--- config.mk ---
export PLATFORM = sky130hd
export DESIGN_NAME = lcd12864_text_ctrl
export DESIGN_NICKNAME = d
export VERILOG_FILES = /design/src/rtl/lcd12864_text_ctrl.sv
export SDC_FILE = /design/constraint.sdc
export NUM_CORES = 1
export LEC_CHECK = 0
export ABC_AREA = 1
export BUFFER_PORTS_ARGS = -buffer_cell sky130_fd_sc_hd__buf_4
export CAP_MARGIN = 20
export CELL_PAD_IN_SITES_DETAIL_PLACEMENT = 0
export CELL_PAD_IN_SITES_GLOBAL_PLACEMENT = 1
export CORE_ASPECT_RATIO = 1.75
export CORE_MARGIN = 2
export CORE_UTILIZATION = 30
export DETAILED_ROUTE_END_ITERATION = 12
export MAX_ROUTING_LAYER = met4
export PLACE_DENSITY_LB_ADDON = 0.1
export SYNTH_ARGS = -nofsm -noshare
export SYNTH_HDL_FRONTEND = slang
export SYNTH_SLANG_ARGS = --single-unit
--- constraint.sdc ---
create_clock -name clk -period 4.59 [get_ports clk]
set_input_delay 0 -clock clk [delete_from_list [all_inputs] [get_ports clk]]
set_output_delay 0 -clock clk [all_outputs]
set_load 0.01 [all_outputs]
--- src/rtl/lcd12864_text_ctrl.sv ---
// ST7920 (LCD12864) character-mode controller: timed power-up, init commands, then an
// endless refresh of a ROWS x COLS text buffer over the write-only 8-bit parallel bus.
module lcd12864_text_ctrl #(
  parameter int CLK_HZ       = 50_000_000,
  parameter int EN_CYC       = 25,
  parameter int CMD_WAIT_CYC = 4000,
  parameter int CLR_WAIT_CYC = 80000,
  parameter int PWRUP_CYC    = 2_000_000,
  parameter int ROWS         = 4,
  parameter int COLS         = 16
) (
  input  logic       clk,
  input  logic       rst_n,
  input  logic       wr_en,
  input  logic [1:0] wr_row,
  input  logic [3:0] wr_col,
  input  logic [7:0] wr_data,
  output logic [7:0] lcd_dat,
  output logic       lcd_rs,
  output logic       lcd_rw,
  output logic       lcd_en,
  output logic       ready,
  output logic       frame_done
);
  localparam int MAX_A   = (PWRUP_CYC > CLR_WAIT_CYC) ? PWRUP_CYC : CLR_WAIT_CYC;
  localparam int MAX_B   = (EN_CYC > CMD_WAIT_CYC) ? EN_CYC : CMD_WAIT_CYC;
  localparam int MAX_CYC = (MAX_A > MAX_B) ? MAX_A : MAX_B;
  localparam int CW      = $clog2(MAX_CYC + 1);
  localparam int NCELL   = ROWS * COLS;

  if (CLK_HZ <= 0 || ROWS < 1 || ROWS > 4 || COLS < 1 || COLS > 16) begin : g_bad_param
    $error("lcd12864_text_ctrl: illegal parameter set");
  end

  typedef enum logic [1:0] {S_PWRUP, S_INIT, S_ROW_ADDR, S_ROW_CHAR} state_t;
  typedef enum logic [1:0] {P_SETUP, P_PULSE, P_WAIT} phase_t;

  state_t          state_q, state_d;
  phase_t          phase_q, phase_d;
  logic [CW-1:0]   cnt_q, cnt_d;
  logic [2:0]      init_idx_q, init_idx_d;
  logic [1:0]      row_q, row_d;
  logic [3:0]      col_q, col_d;
  logic [7:0]      dat_q, dat_d;
  logic            rs_q, rs_d;
  logic            en_q, en_d;
  logic            ready_q, ready_d;
  logic            fd_q, fd_d;
  logic [7:0]      buf_q [NCELL];
  logic [7:0]      buf_d [NCELL];

  logic            wr_ok;
  logic [5:0]      wr_idx;
  logic [5:0]      rd_idx;
  logic [7:0]      rd_char;
  logic            wait_last;
  logic            load;
  logic [7:0]      ld_dat;
  logic            ld_rs;

  function automatic logic [7:0] init_cmd(input logic [2:0] i);
    case (i)
      3'd0, 3'd1: init_cmd = 8'h30;
      3'd2:       init_cmd = 8'h0C;
      3'd3:       init_cmd = 8'h01;
      default:    init_cmd = 8'h06;
    endcase
  endfunction

  // ST7920 DDRAM row origins are interleaved: rows 2/3 continue rows 0/1.
  function automatic logic [7:0] row_cmd(input logic [1:0] r);
    case (r)
      2'd0:    row_cmd = 8'h80;
      2'd1:    row_cmd = 8'h90;
      2'd2:    row_cmd = 8'h88;
      default: row_cmd = 8'h98;
    endcase
  endfunction

  always_comb begin
    wr_ok  = wr_en && (int'(wr_row) < ROWS) && (int'(wr_col) < COLS);
    wr_idx = 6'(wr_row) * 6'(COLS) + 6'(wr_col);
    rd_idx = 6'(row_q) * 6'(COLS);
    if (state_q == S_ROW_CHAR) rd_idx = rd_idx + 6'(col_q) + 6'd1;
    rd_char = 8'h20;
    for (int i = 0; i < NCELL; i++) begin
      if (rd_idx == 6'(i)) rd_char = buf_q[i];
    end
  end

  always_comb begin
    state_d    = state_q;
    phase_d    = phase_q;
    cnt_d      = cnt_q;
    init_idx_d = init_idx_q;
    row_d      = row_q;
    col_d      = col_q;
    dat_d      = dat_q;
    rs_d       = rs_q;
    en_d       = en_q;
    ready_d    = ready_q;
    fd_d       = 1'b0;
    buf_d      = buf_q;
    load       = 1'b0;
    ld_dat     = dat_q;
    ld_rs      = rs_q;
    wait_last  = (!rs_q && dat_q == 8'h01) ? (cnt_q == CW'(CLR_WAIT_CYC - 1))
                                           : (cnt_q == CW'(CMD_WAIT_CYC - 1));

    for (int i = 0; i < NCELL; i++) begin
      if (wr_ok && wr_idx == 6'(i)) buf_d[i] = wr_data;
    end

    if (state_q == S_PWRUP) begin
      if (cnt_q == CW'(PWRUP_CYC - 1)) begin
        state_d    = S_INIT;
        init_idx_d = 3'd0;
        load       = 1'b1;
        ld_dat     = init_cmd(3'd0);
        ld_rs      = 1'b0;
      end else begin
        cnt_d = cnt_q + 1'b1;
      end
    end else begin
      case (phase_q)
        P_SETUP: begin
          phase_d = P_PULSE;
          en_d    = 1'b1;
          cnt_d   = '0;
        end
        P_PULSE: begin
          if (cnt_q == CW'(EN_CYC - 1)) begin
            phase_d = P_WAIT;
            en_d    = 1'b0;
            cnt_d   = '0;
          end else begin
            cnt_d = cnt_q + 1'b1;
          end
        end
        P_WAIT: begin
          if (wait_last) begin
            load = 1'b1;
            case (state_q)
              S_INIT: begin
                ld_rs = 1'b0;
                if (init_idx_q == 3'd4) begin
                  ready_d = 1'b1;
                  state_d = S_ROW_ADDR;
                  row_d   = 2'd0;
                  ld_dat  = row_cmd(2'd0);
                end else begin
                  init_idx_d = init_idx_q + 3'd1;
                  ld_dat     = init_cmd(init_idx_q + 3'd1);
                end
              end
              S_ROW_ADDR: begin
                state_d = S_ROW_CHAR;
                col_d   = 4'd0;
                ld_dat  = rd_char;
                ld_rs   = 1'b1;
              end
              S_ROW_CHAR: begin
                if (col_q == 4'(COLS - 1)) begin
                  state_d = S_ROW_ADDR;
                  ld_rs   = 1'b0;
                  if (row_q == 2'(ROWS - 1)) begin
                    fd_d   = 1'b1;
                    row_d  = 2'd0;
                    ld_dat = row_cmd(2'd0);
                  end else begin
                    row_d  = row_q + 2'd1;
                    ld_dat = row_cmd(row_q + 2'd1);
                  end
                end else begin
                  col_d  = col_q + 4'd1;
                  ld_dat = rd_char;
                  ld_rs  = 1'b1;
                end
              end
              default: state_d = S_PWRUP;
            endcase
          end else begin
            cnt_d = cnt_q + 1'b1;
          end
        end
        default: phase_d = P_SETUP;
      endcase
    end

    // The next byte is latched here, so a same-cycle buffer write only shows next frame.
    if (load) begin
      phase_d = P_SETUP;
      cnt_d   = '0;
      dat_d   = ld_dat;
      rs_d    = ld_rs;
    end
  end

  always_ff @(posedge clk or negedge rst_n) begin
    if (!rst_n) begin
      state_q    <= S_PWRUP;
      phase_q    <= P_SETUP;
      cnt_q      <= '0;
      init_idx_q <= 3'd0;
      row_q      <= 2'd0;
      col_q      <= 4'd0;
      dat_q      <= 8'h00;
      rs_q       <= 1'b0;
      en_q       <= 1'b0;
      ready_q    <= 1'b0;
      fd_q       <= 1'b0;
      for (int i = 0; i < NCELL; i++) buf_q[i] <= 8'h20;
    end else begin
      state_q    <= state_d;
      phase_q    <= phase_d;
      cnt_q      <= cnt_d;
      init_idx_q <= init_idx_d;
      row_q      <= row_d;
      col_q      <= col_d;
      dat_q      <= dat_d;
      rs_q       <= rs_d;
      en_q       <= en_d;
      ready_q    <= ready_d;
      fd_q       <= fd_d;
      buf_q      <= buf_d;
    end
  end

  assign lcd_dat    = dat_q;
  assign lcd_rs     = rs_q;
  assign lcd_rw     = 1'b0;
  assign lcd_en     = en_q;
  assign ready      = ready_q;
  assign frame_done = fd_q;
endmodule

==> qor.yml, run 1 <==
die_h_um: 397.9
synth_nets: 3459
yosysUniqueCellTypes: 47
syn_area_mm2: 0.02660
fin_ws_ps: -1116
synthSimpleGateAreaFrac_pct: 27.22
synth-compound-area-share_pct: 12.39
critPathKind: "flop to flop"
use_met3_pct: 2.105
crit_fanout: 3
whs_ps: 46.63
synth_xor_area_share_pct: 0.2963
syn_inst: 3421
syn_avg_cell_area_um2: 7.775
synth_top_family_by_area: "simple AND/OR/NAND/NOR gates"
power.switching_mw: 3.207
die_area_mm2: 0.09116
gp_congestion: 0.8760
synthAdderAreaFrac_pct: 0.9878
drt-vias-per-instance: 4.743
die_w_um: 229.1
placed_area_mm2: 0.02921
violations: "negative setup slack"
route.detailed.wl_per_inst_um: 19.76
drtIter0Drc: 1448
register_area_mm2: 0.01404
yosysTopAreaCellShare_pct: 46.47
grt_util_met2_pct: 40.74
core.rowCount: 144
antenna_left: 0
firstDrtPassIters: 5
cts_buffer_depth: 3
fillers: 9408
crit_path_start_kind: "flop"
final_nets: 3637
clockPowerShare_pct: 41.0
final.setup.tns_ps: -6683
seq_area_frac_synth_pct: 52.80
core_mm2: 0.08792
grt_pass1_wl_mm: 145.7
p_leak_nw: 14.91
synth-seq-cells: 558
relSlewSlack_pct: 21.35
p_int_mw: 8.713
grt-busiest-layer: "met2"
layout_min_cycle_time_ps: 5706
area_growth_pct: 21.18
status: "finished, violations left"
final_core_util_pct: 36.66
multi_input_area_mm2: 0.01154
cts_tree: "yes"
synth-async-reset-ratio_pct: 100.0
end_kind: "flop"
finalSetupViolations: 8
drv_cap: 0
synth_ff_type: "dfrtp_1"
antenna_found_initial: 1
drive_gt1_share_pct: 18.81
drc: 0
min_path_type: "input port to flop"
gr-usage-all-layers_pct: 21.62
clock_skew_ps: 23.86
ir_drop_v: 0.0002257
vias: 22838
cts_buffers: 59
use_met1_pct: 23.87
tightestPinTransition_ps: 1175
dp_hpwl_mm: 66.43
cpLargestDelayFamily: "simple AND/OR/NAND/NOR gates"
ctsRootBufferMaster: "clkbuf_16"
dp_cells: 4660
max_freq_ghz: 0.1752
crit_required_ps: 5110
overflow: 0
grt_pass1_vias: 23453
clk_latency_ps: 650
place.port_buffers: 28
power.density_mw_per_mm2: 369.8
grt_max_degree: 154
synthMuxAreaShare_pct: 0.04234
arrival_ps: 6230
swShare_pct: 26.91
antennaDiodeCount: 0
yosys_warnings: 0
drv_slew: 0
comb_power_share_pct: 9.5
final_cells: 4815
h-tree-depth: 2
power_frac_seq_pct: 49.5
start_util_pct: 30.25
yosys.area.top_type: "dfrtp_1"
synth_edf_count: 0
cpMaxStageDelayCell: "dfrtp_1"
crit_buf_inv: 3
clk_pin_slew_ps: 60
io_pins: 30
fin_crit_sh_pct: 124.3
hold_viol: 0
drt-total-wl_mm: 95.12
cts.sinks: 558
design_area_mm2: 0.03223
synthTopCellsByArea: "dfrtp_1, nand2_1, o21ai_0, dfstp_2, inv_1"
rsz0062_at_grt: "true"
critPathMaxStageDelay_ps: 360
cpMostUsedCell: "nand2_1"
[cell families after synthesis]
family,after synthesis
adders and majority gates,21
muxes,1
AOI/OAI and AO/OA,645
xor gates and xnor gates,9
buffers and inverters,437
other,1
and+or+nand+nor,1749
DFF,558
[layout by cell type (no fill, tap or decap), drive strengths merged]
master	count
mux2	1
clkbuf	97
a311oi	1
a2111o	1
or2	106
ha	21
o31ai	1
conb	1
dfrtp	494
inv	297
a21oi	90
nor3	24
o21ai	535
nor4	7
bufinv	2
a211oi	4
a31oi	1
buf	236
or4	1
nand2	1263
dfstp	64
clkinv	11
nand3	88
xor2	8
nor2	201
o21a	1
o21bai	2
a221oi	2
dlygate4sd3	20
o41ai	3
nand4	55
o22ai	2
o211ai	2
xnor2	1
nand3b	4
[sequential cells by signal (all words and copies together) (netlist names), 2 cells and up]
register,count
cnt_q,21
phase_q,2
state_q,2
row_q,2
lcd_dat,8
buf_q,512
init_idx_q,3
col_q,4
[worst min-delay path, stage by stage]
cell	delay, ps
buf_4	80
inv_2	300
o21ai_0	270
[worst paths after layout]
check | to | slack (ps) | depth (start not counted) | start
min in group asynchronous | buf_q[421] | 540 | 3 | rst_n
setup reg to reg | lcd_dat[6] | -1120 | 66 | col_q[0]
max in group asynchronous | buf_q[11] | 3060 | 4 | rst_n
setup / recovery | lcd_dat[6] | -1120 | 66 | col_q[0]
hold reg to reg | buf_q[272] | 480 | 2 | buf_q[272]
hold / removal | buf_q[440] | 50 | 3 | wr_data[0]
[cell usage after synthesis (all sizes together) (2+ instances only)]
master / number
a211oi: 4
a21oi: 90
a221oi: 2
buf: 6
clkbuf: 133
clkinv: 6
dfrtp: 494
dfstp: 64
ha: 21
inv: 292
nand2: 1263
nand3: 88
nand3b: 4
nand4: 55
nor2: 201
nor3: 24
nor4: 7
o211ai: 2
o21ai: 535
o21bai: 2
o22ai: 2
o41ai: 3
or2: 106
xor2: 8
[repair_timing]
item                                    4_1_cts  5_1_grt
gates resized for setup                     116       88
buffers inserted                             11       17
endpoints found under the setup margin        8        8
pin swaps                                    95      163
endpoints found under the hold margin       521        0
hold buffers                                 21        0
[routing by layer]
metal	vias to the layer above	routed length [um]
met2	339	52380
met3	129	2449
met5	-	0
li1	11224	-
met1	11146	37560
met4	0	2733
[final cells by class]
| class | instances | share of cell area (%) |
|---|---|---|
| Clock buffer | 97 | 5.520 |
| Clock inverter | 12 | 0.3649 |
| Timing Repair Buffer | 256 | 6.723 |
| Tap cell | 1168 | 4.534 |
| Sequential cell | 558 | 43.57 |
| Inverter | 298 | 3.478 |
| Multi-Input combinational cell | 2426 | 35.81 |
[power by group through the flow]
stage / logic, mW / registers [mW] / clock network, mW
2_1_floorplan: 0.663 / 5.87 / 0
3_3_place_gp: 1.04 / 5.96 / 0
3_5_place_dp: 1.08 / 5.97 / 0
4_1_cts: 1.14 / 5.89 / 5.04
5_1_grt: 1.33 / 5.97 / 5.21
6_report: 1.13 / 5.90 / 4.89
[stage by stage]
step | total power, mW | setup slack, ps
2_1_floorplan | 6.532 | 435.4
3_3_place_gp | 7.006 | -1455
3_5_place_dp | 7.052 | -1516
4_1_cts | 12.08 | -1245
5_1_grt | 12.51 | -1557
6_report | 11.92 | -1116
No activity file was read; power rests on OpenSTA's default activity.
==> run 2: changes to the inputs <==
--- a/config.mk
+++ b/config.mk
@@ -8,7 +8,7 @@
 export ABC_AREA = 1
 export BUFFER_PORTS_ARGS = -buffer_cell sky130_fd_sc_hd__buf_4
 export CAP_MARGIN = 20
-export CELL_PAD_IN_SITES_DETAIL_PLACEMENT = 0
+export CELL_PAD_IN_SITES_DETAIL_PLACEMENT = 1
 export CELL_PAD_IN_SITES_GLOBAL_PLACEMENT = 1
 export CORE_ASPECT_RATIO = 1.75
 export CORE_MARGIN = 2
==> qor.yml, run 2 (synthesized netlist as in run 1, its figures left out) <==
arrival_ps: 6320  # +90 ps
drt-vias-per-instance: 4.827  # +1.8%
cpMostUsedCell: "nand2_2"
die_area_mm2: 0.09116  # unchanged
final_cell_mix: "nand2_1, o21ai_0, dfrtp_1"
status: "finished, violations left"
drv_slew: 0  # unchanged
cts_tree: "yes"
min_path_type: "input port to flop"
design_area_mm2: 0.03192  # -0.99%
layout_min_cycle_time_ps: 5782  # +75.69 ps
cts.sinks: 558  # unchanged
clk_latency_ps: 650  # about the same
area_growth_pct: 19.99
hold_viol: 0  # unchanged
crit_buf_inv: 3  # unchanged
vias: 23159  # +1.4%
overflow: 0  # unchanged
top_register: "buf_q"
violations: "negative setup slack"
power.density_mw_per_mm2: 375.3  # +1.5%
crit_fanout: 3  # unchanged
die_h_um: 397.9  # unchanged
cts_buffer_depth: 3  # unchanged
clk_pin_slew_ps: 60  # about the same
grt_pass1_vias: 25151  # +7.2%
startpoint: "col_q[0]"
fin_crit_sh_pct: 126.0  # +1.6 points
p_leak_nw: 14.72  # -1.3%
layout_commonest_cell: "nand2_1"
crit_required_ps: 5130  # +20 ps
antenna_found_initial: 0  # -1
route.detailed.wl_per_inst_um: 20.64  # +4.5%
ctsRootBufferMaster: "clkbuf_16"
core_mm2: 0.08792  # unchanged
hp-start: "wr_data[0]"
fin_ws_ps: -1192  # -75.69 ps
design_power_total_mw: 11.98  # +0.50%
finalSetupViolations: 8  # unchanged
whs_ps: 45.70  # -0.9317 ps
fillers: 10669  # +13%
rsz0062_at_grt: "true"
end_kind: "flop"
cts_buffers: 58  # -1.7%
cpMaxStageDelayCell: "dfrtp_1"
dp_hpwl_mm: 69.92  # +5.3%
grt_max_degree: 154  # unchanged
post-place-ws_ps: -1525  # -9.060 ps
gr-usage-all-layers_pct: 22.63  # +1.0 points
die_w_um: 229.1  # unchanged
firstDrtPassIters: 5  # unchanged
final_nets: 3620  # -0.47%
critPathKind: "flop to flop"
ir_drop_v: 0.0002363  # +4.7%
dp_cells: 4660  # unchanged
final_cells: 4798  # -0.35%
antenna_left: 0  # unchanged
clock_skew_ps: 19.22  # -4.635 ps
relSlewSlack_pct: 22.14  # +0.79 points
place.port_buffers: 28  # unchanged
core.rowCount: 144  # unchanged
start_util_pct: 30.25  # unchanged
drive_gt1_share_pct: 17.28  # -1.5 points
drtIter0Drc: 1122  # -23%
io_pins: 30  # unchanged
crit_path_start_kind: "flop"
largest_register_ffs: 512  # unchanged
max_freq_ghz: 0.1729  # -1.3%
placed_area_mm2: 0.02921  # unchanged
grt_pass1_wl_mm: 153.4  # +5.3%
cpLargestDelayFamily: "simple AND/OR/NAND/NOR gates"
drv_cap: 0  # unchanged
h-tree-depth: 2  # unchanged
critPathMaxStageDelay_ps: 360  # about the same
drt-total-wl_mm: 99.03  # +4.1%
tightestPinTransition_ps: 1164  # -11.74 ps
drc: 0  # unchanged
r2r-start: "col_q[0]"
gp_congestion: 0.8760  # unchanged
-- run 2: repair_timing --
item,CTS,global route
hold buffers,18,0
gates resized for setup,92,52
pin swaps,71,113
buffers inserted,7,4
hold endpoints to repair,528,0
endpoints found under the setup margin,8,8
-- run 2: worst paths after layout --
path,end,slack (ps),cells after the start
max,lcd_dat[6],-1190,66
min,buf_q[432],50,3
max reg2reg,lcd_dat[6],-1190,66
min reg2reg,buf_q[272],480,2
max in group asynchronous,state_q[0],3040,4
min in group asynchronous,buf_q[421],520,3
-- run 2: cell type report --
class	instances	area (um^2)	area share, %
diodes	1	2.502	0.007841
multi-input cells	2426	11380	35.66
flip-flops and latches	558	14040	44.00
inverters	298	1119	3.505
well taps	1168	1461	4.579
clock inverters	9	151.4	0.4744
clock buffers	98	1763	5.524
repair buffers	240	1993	6.245
-- run 2: tightest hold or removal path: cells and delay by family --
family | cells | cell delay (ps)
buffers and inverters | 2 | 380
AO/OA/AOI/OAI | 1 | 270
-- run 2: routing by layer --
layer  track usage (%)  part of all wire, %  vias to the layer above
met5                 -                    0                        -
met4             6.528                  2.9                        0
met3             1.883                  1.9                      132
met2             43.66                   56                      235
met1             24.45                   40                    11622
li1                  -                    -                    11170
-- run 2: metrics by stage --
stage                     utilization [%]  setup TNS (ps)
after floorplan                         -               0
after global placement              33.21           -8804
after detailed placement            33.22           -9198
after CTS                           36.05           -7931
after global routing                36.30          -11460
final                               36.30           -6727
-- run 2: power by group --
part	switching [mW]	internal, mW
Combinational	0.739	0.389
Sequential	0.335	5.57
Clock	2.13	2.82
Total	3.20	8.77
==> run 3: changes to the inputs <==
--- a/config.mk
+++ b/config.mk
@@ -16,6 +16,7 @@
 export DETAILED_ROUTE_END_ITERATION = 12
 export MAX_ROUTING_LAYER = met4
 export PLACE_DENSITY_LB_ADDON = 0.1
+export REMOVE_ABC_BUFFERS = 1
 export SYNTH_ARGS = -nofsm -noshare
 export SYNTH_HDL_FRONTEND = slang
 export SYNTH_SLANG_ARGS = --single-unit
==> qor.yml, run 3 (synthesized netlist as in run 1, its figures left out) <==
io_pins: 30  # unchanged
relSlewSlack_pct: 16.41  # -5.7 points
drt-vias-per-instance: 4.816  # -0.22%
arrival_ps: 6160  # -160 ps
drive_gt1_share_pct: 17.27  # about the same
grt_max_degree: 125  # -19%
drtIter0Drc: 1232  # +9.8%
cts_buffer_depth: 3  # unchanged
final_cell_mix: "nand2_1, o21ai_0, dfrtp_1"
clk_pin_slew_ps: 60  # about the same
layout_commonest_cell: "nand2_1"
largest_register_ffs: 512  # unchanged
firstDrtPassIters: 5  # unchanged
critPathMaxStageDelay_ps: 370  # about the same
route.detailed.wl_per_inst_um: 20.76  # +0.59%
drv_cap: 0  # unchanged
antenna_found_initial: 1  # +1
crit_required_ps: 5130  # about the same
drv_slew: 0  # unchanged
cpMostUsedCell: "nand2_1"
final_cells: 4811  # +0.27%
area_growth_pct: 20.46
rsz0062_at_grt: "true"
clk_latency_ps: 660  # about the same
max_freq_ghz: 0.1780  # +2.9%
design_area_mm2: 0.03204  # +0.39%
gp_congestion: 0.9132  # +4.2%
cpMaxStageDelayCell: "dfrtp_1"
violations: "negative hold slack, negative setup slack"
min_path_type: "input port to asynchronous set/reset pin"
final_core_util_pct: 36.44  # +0.14 points
die_w_um: 229.1  # unchanged
multi_input_area_mm2: 0.01132  # -0.54%
crit_fanout: 6  # +3
dp_hpwl_mm: 71.63  # +2.5%
ctsRootBufferMaster: "clkbuf_16"
p_leak_nw: 14.85  # +0.88%
cts.sinks: 558  # unchanged
layout_min_cycle_time_ps: 5617  # -164.7 ps
power.density_mw_per_mm2: 380.2  # +1.3%
cts_tree: "yes"
post-place-ws_ps: -1549  # -23.66 ps
design_power_total_mw: 12.18  # +1.7%
antenna_left: 0  # unchanged
dp_cells: 4666  # +0.13%
fin_ws_ps: -1027  # +164.7 ps
hold_viol: 5  # +5
drc: 0  # unchanged
die_area_mm2: 0.09116  # unchanged
fin_crit_sh_pct: 122.4  # -3.6 points
status: "finished, violations left"
finalSetupViolations: 8  # unchanged
critPathKind: "flop to flop"
cts_buffers: 58  # unchanged
die_h_um: 397.9  # unchanged
drt-total-wl_mm: 99.89  # +0.86%
top_register: "buf_q"
whs_ps: -29.19  # -74.90 ps
placed_area_mm2: 0.02925  # +0.12%
gr-usage-all-layers_pct: 22.74  # +0.11 points
fillers: 10697  # +0.26%
grt_pass1_wl_mm: 154.0  # +0.36%
core.rowCount: 144  # unchanged
antennaDiodeCount: 0  # -1
end_kind: "flop"
core_mm2: 0.08792  # unchanged
place.port_buffers: 28  # unchanged
cpLargestDelayFamily: "simple AND/OR/NAND/NOR gates"
crit_path_start_kind: "flop"
clock_skew_ps: 20.04  # +0.8170 ps
ir_drop_v: 0.0002464  # +4.2%
register_area_mm2: 0.01404  # unchanged
final_nets: 3631  # +0.30%
overflow: 0  # unchanged
start_util_pct: 30.25  # unchanged
crit_buf_inv: 5  # +2
grt_pass1_vias: 25262  # +0.44%
tightestPinTransition_ps: 1249  # +85.60 ps
vias: 23171  # +0.052%
h-tree-depth: 2  # unchanged
[run 3: cell count changes in the layout (fill, tap and decap cells not counted), moves of 3 or more]
cell / delta
nand2_1: +16
buf_4: +11
a21oi_1: -3
nand3_2: +4
nand2_2: -15
clkinv_2: +4
dlygate4sd3_1: +3
a21oi_2: +3
bufinv_16: +3
clkbuf_1: -6
[run 3: final cells by class]
cell class / instances / area share [%]
well taps: 1168 / 4.561
inverters: 298 / 3.499
flip-flops and latches: 558 / 43.83
clock buffers: 92 / 5.432
clock inverters: 18 / 0.9177
multi-input cells: 2426 / 35.33
repair buffers: 251 / 6.428
[run 3: what timing repair did]
action | in CTS | in global routing
hold buffers | 19 | 1
endpoints found under the hold margin | 133 | 1
setup buffers | 8 | 7
pin swaps | 35 | 80
resized for setup | 62 | 67
setup endpoints to repair | 8 | 8
[run 3: through the flow]
stage | hold slack [ps] | TNS (ps)
2_1_floorplan | -295.6 | 0
3_3_place_gp | 97.66 | -8858
3_5_place_dp | 92.30 | -9332
4_1_cts | 3.262 | -7800
5_1_grt | 36.07 | -11410
6_report | -29.19 | -6646
[run 3: worst reg2reg max path: cells and delay by family, from the launching register on]
kind | cells | cell delay (ps)
fa+ha+maj | 1 | 210
simple gates | 56 | 4380
flops | 1 | 370
buf+inv | 5 | 550
[run 3: routing by layer]
layer / up-vias / wire [um] / part of all wire (%) / global-route usage (%)
met4: 0 / 3889 / 3.9 / 8.117
met3: 171 / 2108 / 2.1 / 2.012
met1: 11525 / 38790 / 39 / 23.99
met5: - / 0 / 0 / -
met2: 276 / 55110 / 55 / 43.74
li1: 11199 / - / - / -
[run 3: path summary, 6_finish.rpt]
kind                       startpoint          to  slack (ps)  depth (start not counted)
hold / removal                  rst_n  buf_q[459]         -30                          2
max in group asynchronous       rst_n    cnt_q[7]        3370                          3
setup / recovery             col_q[1]  lcd_dat[3]       -1030                         62
setup reg to reg             col_q[1]  lcd_dat[3]       -1030                         62
hold reg to reg            buf_q[296]  buf_q[296]         480                          2
min in group clk            wr_col[0]  buf_q[249]         100                          7
[run 3: report_power, final]
| group | leakage (nW) | switching (mW) | internal (mW) |
|---|---|---|---|
| sequential | 7.25 | 0.355 | 5.57 |
| combinational | 6.60 | 0.729 | 0.382 |
| clock | 0.995 | 2.16 | 2.99 |
| total | 14.8 | 3.24 | 8.94 |
